`config.mk`:
```
export PLATFORM = sky130hd
export DESIGN_NAME = calc_key_entry
export DESIGN_NICKNAME = d
export VERILOG_FILES = /design/src/rtl/calc_key_entry.sv
export SDC_FILE = /design/constraint.sdc
export NUM_CORES = 1
export LEC_CHECK = 0
export ABC_AREA = 1
export BUFFER_PORTS_ARGS = -buffer_cell sky130_fd_sc_hd__clkbuf_2
export CAP_MARGIN = 20
export CORE_ASPECT_RATIO = 1.25
export CORE_MARGIN = 2
export CORE_UTILIZATION = 50
export CTS_CLUSTER_DIAMETER = 50
export DETAILED_ROUTE_END_ITERATION = 10
export GPL_ROUTABILITY_DRIVEN = 0
export PLACE_DENSITY = 0.73
export SLEW_MARGIN = 20
export SYNTH_ARGS = -nofsm -noshare
export SYNTH_HDL_FRONTEND = slang
export SYNTH_SLANG_ARGS = --single-unit
```
`constraint.sdc`:
```
create_clock -name clk -period 2.3 [get_ports clk]
set_input_delay 0.46 -clock clk [delete_from_list [all_inputs] [get_ports clk]]
set_output_delay 0.46 -clock clk [all_outputs]
set_load 0.02 [all_outputs]
```
`src/rtl/calc_key_entry.sv`:
```
// Operand-entry controller for the BCD calculator: turns key events into
// registered operands, an operation code and the value shown on the display.
module calc_key_entry #(
  parameter logic [3:0] KEY_ADD = 4'hA,
  parameter logic [3:0] KEY_SUB = 4'hB,
  parameter logic [3:0] KEY_EQ  = 4'hC,
  parameter logic [3:0] KEY_CLR = 4'hD,
  parameter logic [3:0] KEY_BS  = 4'hE
) (
  input  logic        clk,
  input  logic        rst_n,
  input  logic        key_valid,
  input  logic [3:0]  key_code,
  input  logic [15:0] alu_result,
  output logic [15:0] num1_bcd,
  output logic [15:0] num2_bcd,
  output logic [1:0]  operacion,
  output logic [15:0] display_bcd,
  output logic        result_valid,
  output logic [1:0]  estado
);

  localparam logic [1:0] S_NUM1   = 2'd0;
  localparam logic [1:0] S_OP     = 2'd1;
  localparam logic [1:0] S_NUM2   = 2'd2;
  localparam logic [1:0] S_RESULT = 2'd3;

  localparam logic [1:0] OP_NONE = 2'b00;
  localparam logic [1:0] OP_ADD  = 2'b01;
  localparam logic [1:0] OP_SUB  = 2'b10;

  logic [1:0]  state, state_n;
  logic [15:0] num1, num1_n;
  logic [15:0] num2, num2_n;
  logic [1:0]  op, op_n;
  logic [15:0] result, result_n;
  logic [2:0]  count, count_n;
  logic [15:0] display, display_n;
  logic        rv, rv_n;

  logic        is_digit;
  logic        is_op;
  logic [1:0]  key_op;
  logic        digit_take;
  logic [15:0] active;
  logic [15:0] active_shift;
  logic [15:0] active_bs;
  logic [2:0]  count_bs;
  logic [2:0]  first_count;

  // Number of significant digits, used when backing out of S_OP into num1.
  function automatic logic [2:0] sig_digits(input logic [15:0] v);
    if (v[15:12] != 4'h0)     return 3'd4;
    else if (v[11:8] != 4'h0) return 3'd3;
    else if (v[7:4] != 4'h0)  return 3'd2;
    else if (v[3:0] != 4'h0)  return 3'd1;
    else                      return 3'd0;
  endfunction

  always_comb begin
    is_digit     = (key_code <= 4'd9);
    is_op        = (key_code == KEY_ADD) || (key_code == KEY_SUB);
    key_op       = (key_code == KEY_ADD) ? OP_ADD : OP_SUB;
    active       = (state == S_NUM2) ? num2 : num1;
    active_shift = {active[11:0], key_code};
    active_bs    = {4'h0, active[15:4]};
    count_bs     = (count == 3'd0) ? 3'd0 : count - 3'd1;
    // A leading zero is swallowed; a full operand ignores further digits.
    digit_take   = is_digit && (count != 3'd4) &&
                   !((count == 3'd0) && (key_code == 4'h0));
    first_count  = (key_code == 4'h0) ? 3'd0 : 3'd1;
  end

  always_comb begin
    state_n  = state;
    num1_n   = num1;
    num2_n   = num2;
    op_n     = op;
    result_n = result;
    count_n  = count;
    rv_n     = 1'b0;
    if (key_valid) begin
      if (key_code == KEY_CLR) begin
        state_n  = S_NUM1;
        num1_n   = 16'h0;
        num2_n   = 16'h0;
        op_n     = OP_NONE;
        result_n = 16'h0;
        count_n  = 3'd0;
      end else begin
        case (state)
          S_NUM1: begin
            if (digit_take) begin
              num1_n  = active_shift;
              count_n = count + 3'd1;
            end else if (key_code == KEY_BS) begin
              num1_n  = active_bs;
              count_n = count_bs;
            end else if (is_op) begin
              op_n    = key_op;
              num2_n  = 16'h0;
              count_n = 3'd0;
              state_n = S_OP;
            end
          end
          S_OP: begin
            if (is_op) begin
              op_n = key_op;
            end else if (is_digit) begin
              num2_n  = {12'h0, key_code};
              count_n = first_count;
              state_n = S_NUM2;
            end else if (key_code == KEY_BS) begin
              op_n    = OP_NONE;
              count_n = sig_digits(num1);
              state_n = S_NUM1;
            end
          end
          S_NUM2: begin
            if (digit_take) begin
              num2_n  = active_shift;
              count_n = count + 3'd1;
            end else if (key_code == KEY_BS) begin
              num2_n  = active_bs;
              count_n = count_bs;
            end else if (key_code == KEY_EQ) begin
              result_n = alu_result;
              rv_n     = 1'b1;
              state_n  = S_RESULT;
            end else if (is_op) begin
              num1_n  = alu_result;
              num2_n  = 16'h0;
              count_n = 3'd0;
              op_n    = key_op;
              rv_n    = 1'b1;
              state_n = S_OP;
            end
          end
          default: begin
            if (is_digit) begin
              num1_n  = {12'h0, key_code};
              num2_n  = 16'h0;
              op_n    = OP_NONE;
              count_n = first_count;
              state_n = S_NUM1;
            end else if (is_op) begin
              num1_n  = result;
              num2_n  = 16'h0;
              op_n    = key_op;
              count_n = 3'd0;
              state_n = S_OP;
            end
          end
        endcase
      end
    end
  end

  // Display follows the state being entered, so it is chosen from next-state values.
  always_comb begin
    display_n = num1_n;
    case (state_n)
      S_NUM2:   display_n = num2_n;
      S_RESULT: display_n = result_n;
      default:  display_n = num1_n;
    endcase
  end

  always_ff @(posedge clk or negedge rst_n) begin
    if (!rst_n) begin
      state   <= S_NUM1;
      num1    <= 16'h0;
      num2    <= 16'h0;
      op      <= OP_NONE;
      result  <= 16'h0;
      count   <= 3'd0;
      display <= 16'h0;
      rv      <= 1'b0;
    end else begin
      state   <= state_n;
      num1    <= num1_n;
      num2    <= num2_n;
      op      <= op_n;
      result  <= result_n;
      count   <= count_n;
      display <= display_n;
      rv      <= rv_n;
    end
  end

  assign num1_bcd     = num1;
  assign num2_bcd     = num2;
  assign operacion    = op;
  assign display_bcd  = display;
  assign result_valid = rv;
  assign estado       = state;

endmodule

```
==> flow_summary.yaml <==
status:
  outcome: "finished, final reports clean"
sta:
  max_freq_mhz: 476
  worst_pin_slew_ns: 0.465
  period_minus_slack_ns: 2.10
  rsz0062_at_grt: "no"
  tns_ns: 0
  post-route-period-util_pct: 91.3
  finalHoldViolCount: 0
  setup_viol: 0
  slew_violations: 0
  maxSlewHeadroom_pct: 68.7
  finClkSkew_ns: 0.0115
power_and_ir_drop:
  intPower_w: 0.00424
  pwr-share-seq_pct: 27.9
  power.switching_w: 0.00435
  power.share.clock_pct: 18.1
  swShare_pct: 50.6
  combPwrFrac_pct: 54.0
  max-vdd-ir-drop_mv: 0.747
  cellLeakagePower_nw: 3.57
  powerDensity_mw_per_mm2: 1300
setup_path:
  worstPathArrival_ns: 2.31
  cpLargestDelayFamily: "simple AND/OR/NAND/NOR gates"
  worstSetupStartpoint: "estado[0]"
  r2r_end: "display_bcd[10]"
  slowest_delay_ns: 0.47
  r2r-start: "estado[0]"
  cpMaxStageDelayCell: "dfrtp_1"
  worst-path-max-fanout: 19
  crit_path_end_kind: "flip-flop"
  rr_worst_depth: 11
  path_cells: "inv_2 -> nand2_1 -> buf_4 -> nor2_1 -> nor2_1 -> nand4_1 -> nand2_1 -> nand2_4 -> buf_4 -> nand3_1 -> nand3_1"
  cp_data_required_time_ns: 2.51
  cp_num_buf_inv: 3
  crit_path_start_kind: "flip-flop"
  r2r_slack_ns: 0.20
  crit_type: "reg2reg"
final_layout:
  nets: 1030
  nFillCells: 1103
  drive_gt1_share_pct: 15.5
  design_area_sq_mm: 0.00659
  areaGrowthSynthToFinish_pct: 17.8
  num_antenna_cells: 0
  multiInputGateArea_sq_mm: 0.00332
  fin_util_pct: 59.8
  regArea_sq_mm: 0.00180
global_route:
  grt_pass1_wl_um: 32400
  met1_usage_pct: 47.0
  grt_pass1_vias: 6233
  gr-max-usage-layer: "met2"
  gr-total-overflow: 0
  grt_max_degree: 47
  use_met2_pct: 53.1
  antenna_found_initial: 0
  grt_usage_pct: 33.9
  grt_use_met3_pct: 6.21
route:
  wl_um: 20200
  ant_nets: 0
  wire_per_inst_um: 17.7
  initialDrtViolationCount: 781
  dr.pass1.iters: 6
  route.detailed.drc: 0
  vias: 6756
  viasPerCell: 5.91
cts:
  postCtsResizedCells: 0
  clkTransAtPathRegs_ns: 0.07
  cts_max_level: 3
  worstSkewPairLatency_ns: 0.35
  clock-sinks: 72
  cts_setup_buffers: 0
  clockRootBuffer: "clkbuf_16"
  clock_tree.buffer_depth: 2
  cts_buffers: 9
  cts_tree: "built"
  cts_hold_buf: 0
floorplan:
  placementRows: 43
  dieArea_sq_mm: 0.0121
  core_sq_mm: 0.0110
  start_util_pct: 50.7
  die_w_um: 98.6
  dieHeight_um: 122
  ios: 76
logic_synthesis:
  synth.distinct_cells: 33
  netlist_instances: 925
  syn_area_sq_mm: 0.00560
  synth_top_cell_area_share_pct: 32.2
  synth_fp_nets: 951
  synth_warnings: 0
  yosys.area.top_type: "dfrtp_1"
  synthTopCellsByArea: "dfrtp_1, nand2_1, nand3_1"
  seq_area_frac_synth_pct: 32.2
  syn_area_per_cell_sq_um: 6.05
  synth-seq-cells: 72
placement:
  io_buffers: 75
  placed_cell_area_sq_mm: 0.00627
  hpwl_um: 14400
run:
  max-cap-violations: 0
worst_hold_path:
  hold_class: "in2async"
-- synthesized netlist by cell type (all sizes together) --
library cell / n
nand2: 394
nand3: 106
o31ai: 1
nor4: 3
a22oi: 1
nand3b: 1
o22ai: 1
clkbuf: 24
nand4: 8
nor3: 2
ha: 3
a31oi: 4
and2: 2
xnor2: 1
nor2: 50
dfrtp: 72
a21oi: 57
buf: 25
o211ai: 14
inv: 65
o21ai: 91
-- cell families (layout without fill, tap and decap cells) --
logic type / Yosys count / count (layout) / share of synthesized area, %
xor+xnor: 1 / 1 / 0.157
fa+ha+maj: 3 / 3 / 0.671
flops: 72 / 72 / 32.2
simple gates: 566 / 566 / 42.3
compound gates: 169 / 169 / 16.2
buf+inv: 114 / 198 / 8.50
-- power by group through the flow --
stage | sequential, W | combinational, W | clock, W
floorplan | 0.00265 | 0.00269 | 0
global placement | 0.00239 | 0.00451 | 0
detailed placement | 0.00238 | 0.00454 | 0
CTS | 0.00237 | 0.00457 | 0.00155
global route | 0.00245 | 0.00516 | 0.00161
finish | 0.00240 | 0.00464 | 0.00155
-- metrics by stage --
step | worst slack, ns | power, W | hold WS, ns | cells
after floorplan | 0.410 | 0.00534 | 0.164 | 925
after global placement | 0.0832 | 0.00690 | 0.416 | 1128
after detailed placement | 0.0857 | 0.00693 | 0.416 | 1128
after CTS | 0.248 | 0.00849 | 0.0526 | 1144
after global routing | 0.0557 | 0.00922 | 0.0693 | 1144
final | 0.200 | 0.00859 | 0.0353 | 1144
-- metal layers --
layer  vias up  share of wire (%)
met2       406                 45
li1       3180                  -
met4         0                3.4
met3        56                 10
met1      3114                 41
met5         -                  0
-- area by class of cell --
cell class	count	share of cell area [%]
sequential	72	27.3
tap	135	2.56
multi-input combinational	739	50.4
clock buffer	10	3.47
timing repair buffer	117	11.1
inverter	65	3.74
clock inverter	6	1.40
-- state kept, by name, summed over array words and instances, names as in the netlist --
signal	cells
count	3
num1_bcd	16
operacion	2
num2_bcd	16
result	16
estado	2
display_bcd	16
result_valid	1
-- worst max-delay path by stage --
stage	cells after the start	end
global route	12	display_bcd[9]
detailed placement	13	display_bcd[10]
floorplan	11	display_bcd[11]
finish	11	display_bcd[10]
global placement	13	display_bcd[3]
CTS	12	display_bcd[12]
-- cells in the final DEF (no fill, tap or decap), types with 4 or more instances in the layout --
master     count
nand2_1      390
nand3_1      103
o21ai_0       90
clkbuf_2      74
dfrtp_1       72
a21oi_1       57
inv_1         56
nor2_1        43
buf_4         40
o211ai_1      14
clkbuf_16      9
nand4_1        8
inv_2          8
a31oi_1        4
nor2_2         4
(Power assumes the default switching activity.)
